**src/rtl/multi_phase_sequencer.sv**
```systemverilog
// multi_phase_sequencer
// N-phase handshake sequencer for leg/gait control. Each phase waits for its
// own advance request, optionally after a minimum dwell time, and an optional
// watchdog returns a stalled phase (other than phase 0) to phase 0 and raises
// a sticky error. Runs cyclically or one-shot, and counts completed passes.
module multi_phase_sequencer #(
  parameter int NUM_PHASES = 3,
  parameter int MIN_DWELL  = 0,
  parameter int TIMEOUT    = 0,
  parameter int CNT_W      = 16,
  localparam int PHASE_W   = (NUM_PHASES > 1) ? $clog2(NUM_PHASES) : 1
) (
  input  logic                  clk,
  input  logic                  rst,
  input  logic                  en,
  input  logic                  clear,
  input  logic                  mode_cyclic,
  input  logic [NUM_PHASES-1:0] advance,
  output logic [NUM_PHASES-1:0] take,
  output logic [NUM_PHASES-1:0] phase_onehot,
  output logic [PHASE_W-1:0]    phase_idx,
  output logic                  done,
  output logic                  timeout_err,
  output logic [CNT_W-1:0]      cycle_cnt
);

  // The dwell counter only needs to reach the larger of the two thresholds.
  localparam int DWELL_MAX = (MIN_DWELL > TIMEOUT) ? MIN_DWELL : TIMEOUT;
  localparam int DWELL_W   = (DWELL_MAX > 0) ? $clog2(DWELL_MAX + 1) : 1;

  localparam logic [PHASE_W-1:0]    LAST_PHASE = PHASE_W'(NUM_PHASES - 1);
  localparam logic [NUM_PHASES-1:0] ONE_HOT0   = NUM_PHASES'(1);

  typedef enum logic {
    ST_RUN,
    ST_DONE
  } state_t;

  state_t                  state;
  state_t                  state_n;
  logic [PHASE_W-1:0]      phase_n;
  logic [NUM_PHASES-1:0]   onehot_n;
  logic [DWELL_W-1:0]      dwell;
  logic [DWELL_W-1:0]      dwell_n;
  logic                    err_n;
  logic [CNT_W-1:0]        cnt_n;

  logic                    illegal;
  logic                    dwell_ok;
  logic                    wd_hit;
  logic                    accept;
  logic                    at_last;
  logic [NUM_PHASES-1:0]   phase_dec;

  // An index past the last phase can only exist for non-power-of-two counts;
  // the extra leading zero keeps the compare correct for power-of-two counts.
  assign illegal   = ({1'b0, phase_idx} >= (PHASE_W + 1)'(NUM_PHASES));

  // Decode of the current index; shifting past the top yields all zeros,
  // so an illegal index can never select an advance bit.
  assign phase_dec = ONE_HOT0 << phase_idx;
  assign at_last   = (phase_idx == LAST_PHASE);

  generate
    if (MIN_DWELL == 0) begin : g_no_dwell
      assign dwell_ok = 1'b1;
    end else begin : g_dwell
      assign dwell_ok = (dwell >= DWELL_W'(MIN_DWELL));
    end

    if (TIMEOUT == 0) begin : g_no_wd
      assign wd_hit = 1'b0;
    end else begin : g_wd
      assign wd_hit = (phase_idx != '0) && (dwell == DWELL_W'(TIMEOUT - 1));
    end
  endgenerate

  // A transition is accepted only for the current phase, once dwell is met,
  // while running, enabled and not being cleared or reset.
  assign accept = !rst && en && !clear && (state == ST_RUN) && !illegal &&
                  dwell_ok && (|(advance & phase_dec));
  assign take   = accept ? phase_dec : '0;
  assign done   = (state == ST_DONE);

  // Next-state selection in priority order: clear, illegal recovery,
  // accepted transition, watchdog expiry, then dwell counting.
  always_comb begin
    state_n  = state;
    phase_n  = phase_idx;
    dwell_n  = dwell;
    err_n    = timeout_err;
    cnt_n    = cycle_cnt;
    onehot_n = phase_onehot;

    if (clear) begin
      state_n = ST_RUN;
      phase_n = '0;
      dwell_n = '0;
      err_n   = 1'b0;
    end else if (illegal) begin
      state_n = ST_RUN;
      phase_n = '0;
      dwell_n = '0;
    end else if (en && (state == ST_RUN)) begin
      if (accept) begin
        dwell_n = '0;
        if (at_last) begin
          cnt_n = cycle_cnt + CNT_W'(1);
          if (mode_cyclic) begin
            phase_n = '0;
          end else begin
            state_n = ST_DONE;
          end
        end else begin
          phase_n = phase_idx + PHASE_W'(1);
        end
      end else if (wd_hit) begin
        phase_n = '0;
        dwell_n = '0;
        err_n   = 1'b1;
      end else if (dwell != DWELL_W'(DWELL_MAX)) begin
        dwell_n = dwell + DWELL_W'(1);
      end
    end

    onehot_n = (state_n == ST_DONE) ? '0 : (ONE_HOT0 << phase_n);
  end

  // State register with asynchronous reset back to phase 0.
  always_ff @(posedge clk or posedge rst) begin
    if (rst) begin
      state        <= ST_RUN;
      phase_idx    <= '0;
      phase_onehot <= ONE_HOT0;
      dwell        <= '0;
      timeout_err  <= 1'b0;
      cycle_cnt    <= '0;
    end else begin
      state        <= state_n;
      phase_idx    <= phase_n;
      phase_onehot <= onehot_n;
      dwell        <= dwell_n;
      timeout_err  <= err_n;
      cycle_cnt    <= cnt_n;
    end
  end

endmodule

```
**config.mk**
```make
export PLATFORM = sky130hd
export DESIGN_NAME = multi_phase_sequencer
export DESIGN_NICKNAME = d
export VERILOG_FILES = /design/src/rtl/multi_phase_sequencer.sv
export SDC_FILE = /design/constraint.sdc
export NUM_CORES = 1
export LEC_CHECK = 0
export ABC_AREA = 1
export CAP_MARGIN = 20
export CORE_MARGIN = 10
export CORE_UTILIZATION = 48
export CTS_CLUSTER_SIZE = 16
export DETAILED_ROUTE_END_ITERATION = 8
export GPL_TIMING_DRIVEN = 0
export HOLD_SLACK_MARGIN = 0.03
export PLACE_DENSITY = 0.9
export SYNTH_ARGS = -nofsm -noshare
export SYNTH_HDL_FRONTEND = slang
export SYNTH_SLANG_ARGS = --single-unit
```
**constraint.sdc**
```tcl
create_clock -name clk -period 2.3 [get_ports clk]
set_clock_uncertainty 0.15 [all_clocks]
set_input_delay 0.345 -clock clk [delete_from_list [all_inputs] [get_ports clk]]
set_output_delay 0.345 -clock clk [all_outputs]
set_load 0.02 [all_outputs]
```
==> tab_implementation.tex <==
\begin{tabular}{lr}
\hline
Metric & Value \\
\hline
\multicolumn{2}{l}{\textbf{Synth}} \\
\quad Total standard cell area after synthesis & 1280 um2 \\
\quad Fraction of the yosys area taken by sequential cells & 0.431 \\
\quad Synthesis-stage register bit count & 22 \\
\quad Top-area cell type share of the netlist area & 0.410 \\
\quad Mapped Nets & about 180 \\
\quad Dominant cell type by area after synthesis & sky130\_fd\_sc\_hd\_\_dfrtp\_1 \\
\quad Count of warnings emitted by yosys & 0 \\
\quad Unique masters post-synth & 22 \\
\quad Cells taking the most area after synthesis & sky130\_fd\_sc\_hd\_\_dfrtp\_1, sky130\_fd\_sc\_hd\_\_nand2\_1, sky130\_fd\_sc\_hd\_\_nand3\_1 \\
\quad Synthesized instance count & approximately 170 \\
\quad Synthesized area per cell & between 7 and 8 um2 \\
\multicolumn{2}{l}{\textbf{Global routing}} \\
\quad Vias in the first global route & 1166 \\
\quad Pin count of the biggest net entering global routing & 14 \\
\quad Aggregate global-route resource usage & 0.128 \\
\quad Number of antenna violations at the first check in global routing & 0 \\
\quad Remaining global-route overflow & 0 \\
\quad Global-route wire length before repair & between 5000 and 6000 um \\
\multicolumn{2}{l}{\textbf{STA}} \\
\quad Min cycle time layout & around 2.2 ns \\
\quad Slew headroom & 0.623 \\
\quad Final Slew Violations & 0 \\
\quad Max frequency & roughly 450 MHz \\
\quad Total of endpoints with negative setup slack in the final report & 0 \\
\quad Unrepaired setup endpoints after global routing & false \\
\quad PnR worst setup slack & about 0.087 ns \\
\quad WHS & 0.0677 ns \\
\quad Setup TNS Final & 0 ns \\
\quad Tcrit/Tclk final & 0.962 \\
\quad Slew of the pin with the lowest slew margin & between 0.5 and 0.6 ns \\
\quad Final hold violation count & 0 \\
\multicolumn{2}{l}{\textbf{Placement}} \\
\quad RD Place Congestion & 0.837 \\
\quad Worst slack at placement & -1.12 ns \\
\quad Detailed placer's ending HPWL & 2330 um \\
\quad Number of cells in the design after placement & 235 \\
\quad Post-place instance area & roughly 1600 um2 \\
\quad Number of buffers inserted by port buffering & 32 \\
\multicolumn{2}{l}{\textbf{Layout}} \\
\quad Net count, final & 221 \\
\quad Layout cell share with drive strength beyond 1 & 0.123 \\
\quad Post-Layout Cell Count & 241 \\
\quad Diode insertion count for antenna repair & 0 \\
\quad Top library cells by usage in the layout, fill and taps aside & sky130\_fd\_sc\_hd\_\_nand2\_1, sky130\_fd\_sc\_hd\_\_clkdlybuf4s50\_1, sky130\_fd\_sc\_hd\_\_nor2\_1 \\
\quad Finished layout cell area & between 1500 and 2000 um2 \\
\quad Core utilization of the finished layout & 0.676 \\
\quad Most common cell after layout, fill and taps aside & sky130\_fd\_sc\_hd\_\_nand2\_1 \\
\quad Area Growth Syn to Fin & 33.0\% \\
\multicolumn{2}{l}{\textbf{Floorplan}} \\
\quad Die height & around 72 um \\
\quad Area of the core & roughly 2500 um2 \\
\quad Horizontal extent of the die & approximately 72 um \\
\quad Area of the die & 5140 um2 \\
\quad Num ports & 34 \\
\quad FP Rows & 18 \\
\quad Starting Density & 0.508 \\
\multicolumn{2}{l}{\textbf{Clock tree}} \\
\quad Worst-path clk slew & approximately 0.13 ns \\
\quad Clock tree from TritonCTS & yes \\
\quad Quantity of hold-fixing buffers added after cts & 0 \\
\quad Library cell used as clock root buffer & sky130\_fd\_sc\_hd\_\_clkbuf\_4 \\
\quad Clock network latency to the later pin of the worst-skew pair & $\sim$0.34 ns \\
\quad Max Buffers Root-to-Sink & 2 \\
\quad Maximum level of the CTS H-tree & 1 \\
\quad Num CTS Buffers & 3 \\
\quad Clock net sink count & 22 \\
\multicolumn{2}{l}{\textbf{Worst setup path}} \\
\quad Worst endpoint data arrival time & 1.72 ns \\
\quad Kind of capture point of the worst setup path & output port \\
\quad Worst Setup Path Type & reg2out \\
\quad Largest fanout on the critical path & 10 \\
\quad Setup crit start kind & flip-flop \\
\quad Data required time of the critical path & between 1.5 and 2 ns \\
\multicolumn{2}{l}{\textbf{Detailed routing}} \\
\quad Per-cell via count in the routed design & roughly 5.1 \\
\quad DR pass1 iterations & 5 \\
\quad Detailed Route Iter0 Violations & 101 \\
\quad Antenna-violating nets left & 0 \\
\quad DR DRC count & 0 \\
\quad WL/cell & about 13 um \\
\quad Routed wire length & 3250 um \\
\quad Via count of the routed design & around 1.2k \\
\multicolumn{2}{l}{\textbf{Power and ir drop}} \\
\quad Leakage & 0.834 nW \\
\quad Worst vdd rail ir drop & 0.000435 V \\
\quad Overall power & 865 uW \\
\quad Areal power density over the cells & roughly 510 nW/um2 \\
\multicolumn{2}{l}{\textbf{Status}} \\
\quad Outcome & complete, no violations \\
\multicolumn{2}{l}{\textbf{Run}} \\
\quad Max cap viols & 0 \\
\multicolumn{2}{l}{\textbf{Worst hold path}} \\
\quad Type of the worst min-delay path & in2async \\
\hline
\end{tabular}
## metal layers
metal	track usage	up-vias	wire [um]
met5	0	-	0
li1	-	618	-
met3	0.0344	8	205
met1	0.152	568	1430
met4	0.0667	0	85
met2	0.207	39	1520
## cells in the mapped netlist
cell                      count
sky130_fd_sc_hd__buf_4        1
sky130_fd_sc_hd__buf_6        2
sky130_fd_sc_hd__conb_1       1
sky130_fd_sc_hd__dfrtp_1     21
sky130_fd_sc_hd__dfstp_2      1
sky130_fd_sc_hd__ha_1         1
sky130_fd_sc_hd__inv_1       20
sky130_fd_sc_hd__inv_2        1
sky130_fd_sc_hd__nand2_1     54
sky130_fd_sc_hd__nand2_2      2
sky130_fd_sc_hd__nand3_1     19
sky130_fd_sc_hd__nand3_2      2
sky130_fd_sc_hd__nand4_1      5
sky130_fd_sc_hd__nor2_1      21
sky130_fd_sc_hd__nor2_2       2
sky130_fd_sc_hd__nor2_4       2
sky130_fd_sc_hd__nor3_1       3
sky130_fd_sc_hd__nor3_2       1
sky130_fd_sc_hd__o21ai_0      3
sky130_fd_sc_hd__o21ai_1      2
sky130_fd_sc_hd__xnor2_1      2
sky130_fd_sc_hd__xor2_1       7
## area by class of cell
type,count,area (um2)
repair inverters,1,5.00
plain buffers,3,30.0
clock buffers,3,22.5
inverters,21,85.1
fillers,206,818
well taps,30,37.5
flip-flops and latches,22,554
repair buffers,33,312
clock inverters,1,30.0
multi-input cells,127,628
## worst max-delay path, stage by stage (launching register included)
cell	delay, ns
sky130_fd_sc_hd__dfrtp_2	0.48
sky130_fd_sc_hd__nand2_2	0.11
sky130_fd_sc_hd__nand2_2	0.07
sky130_fd_sc_hd__nor2_4	0.17
sky130_fd_sc_hd__nand3_4	0.12
sky130_fd_sc_hd__inv_4	0.11
sky130_fd_sc_hd__buf_6	0.15
sky130_fd_sc_hd__buf_2	0.17
## power by group
group	switching, mW	total [mW]	internal (mW)	leakage, nW
clock network	0.132	0.309	0.177	0.0279
registers	0.0185	0.423	0.404	0.286
logic	0.0745	0.133	0.0581	0.521
## what timing repair did
item,in CTS,in global routing
setup buffers,1,0
gates resized for setup,12,4
cloned,1,0
endpoints found under the setup margin,12,2
## flip-flops by register name, indices dropped and copies added (netlist names)
register,flops
cycle_cnt,16
phase_onehot,3
phase_idx,2
done,1
## path summary, 6_finish.rpt
| path | cells past startpoint | end | start | slack, ns |
|---|---|---|---|---|
| worst min-delay path | 3 | cycle_cnt[7] | rst | 0.07 |
| worst max-delay path | 7 | take[2] | phase_idx[0] | 0.09 |
| worst max register to register | 8 | cycle_cnt[12] | cycle_cnt[0] | 0.53 |
| max in group asynchronous | 2 | cycle_cnt[10] | rst | 1.62 |
| worst min register to register | 1 | cycle_cnt[2] | cycle_cnt[2] | 0.38 |
| min in group clk | 1 | cycle_cnt[2] | cycle_cnt[2] | 0.38 |
## cell families (layout without fill, tap and decap cells)
family                   Yosys count  after routing  synth area share
flip-flops                        22             22             0.431
buffers and inverters             24             62            0.0850
AND/OR/NAND/NOR                  111            111             0.391
other                              1              1           0.00293
XOR/XNOR                           9              9            0.0615
adder cells (fa/ha/maj)            1              1           0.00976
AO/OA/AOI/OAI                      5              5            0.0195
(Power assumes the default switching activity.)
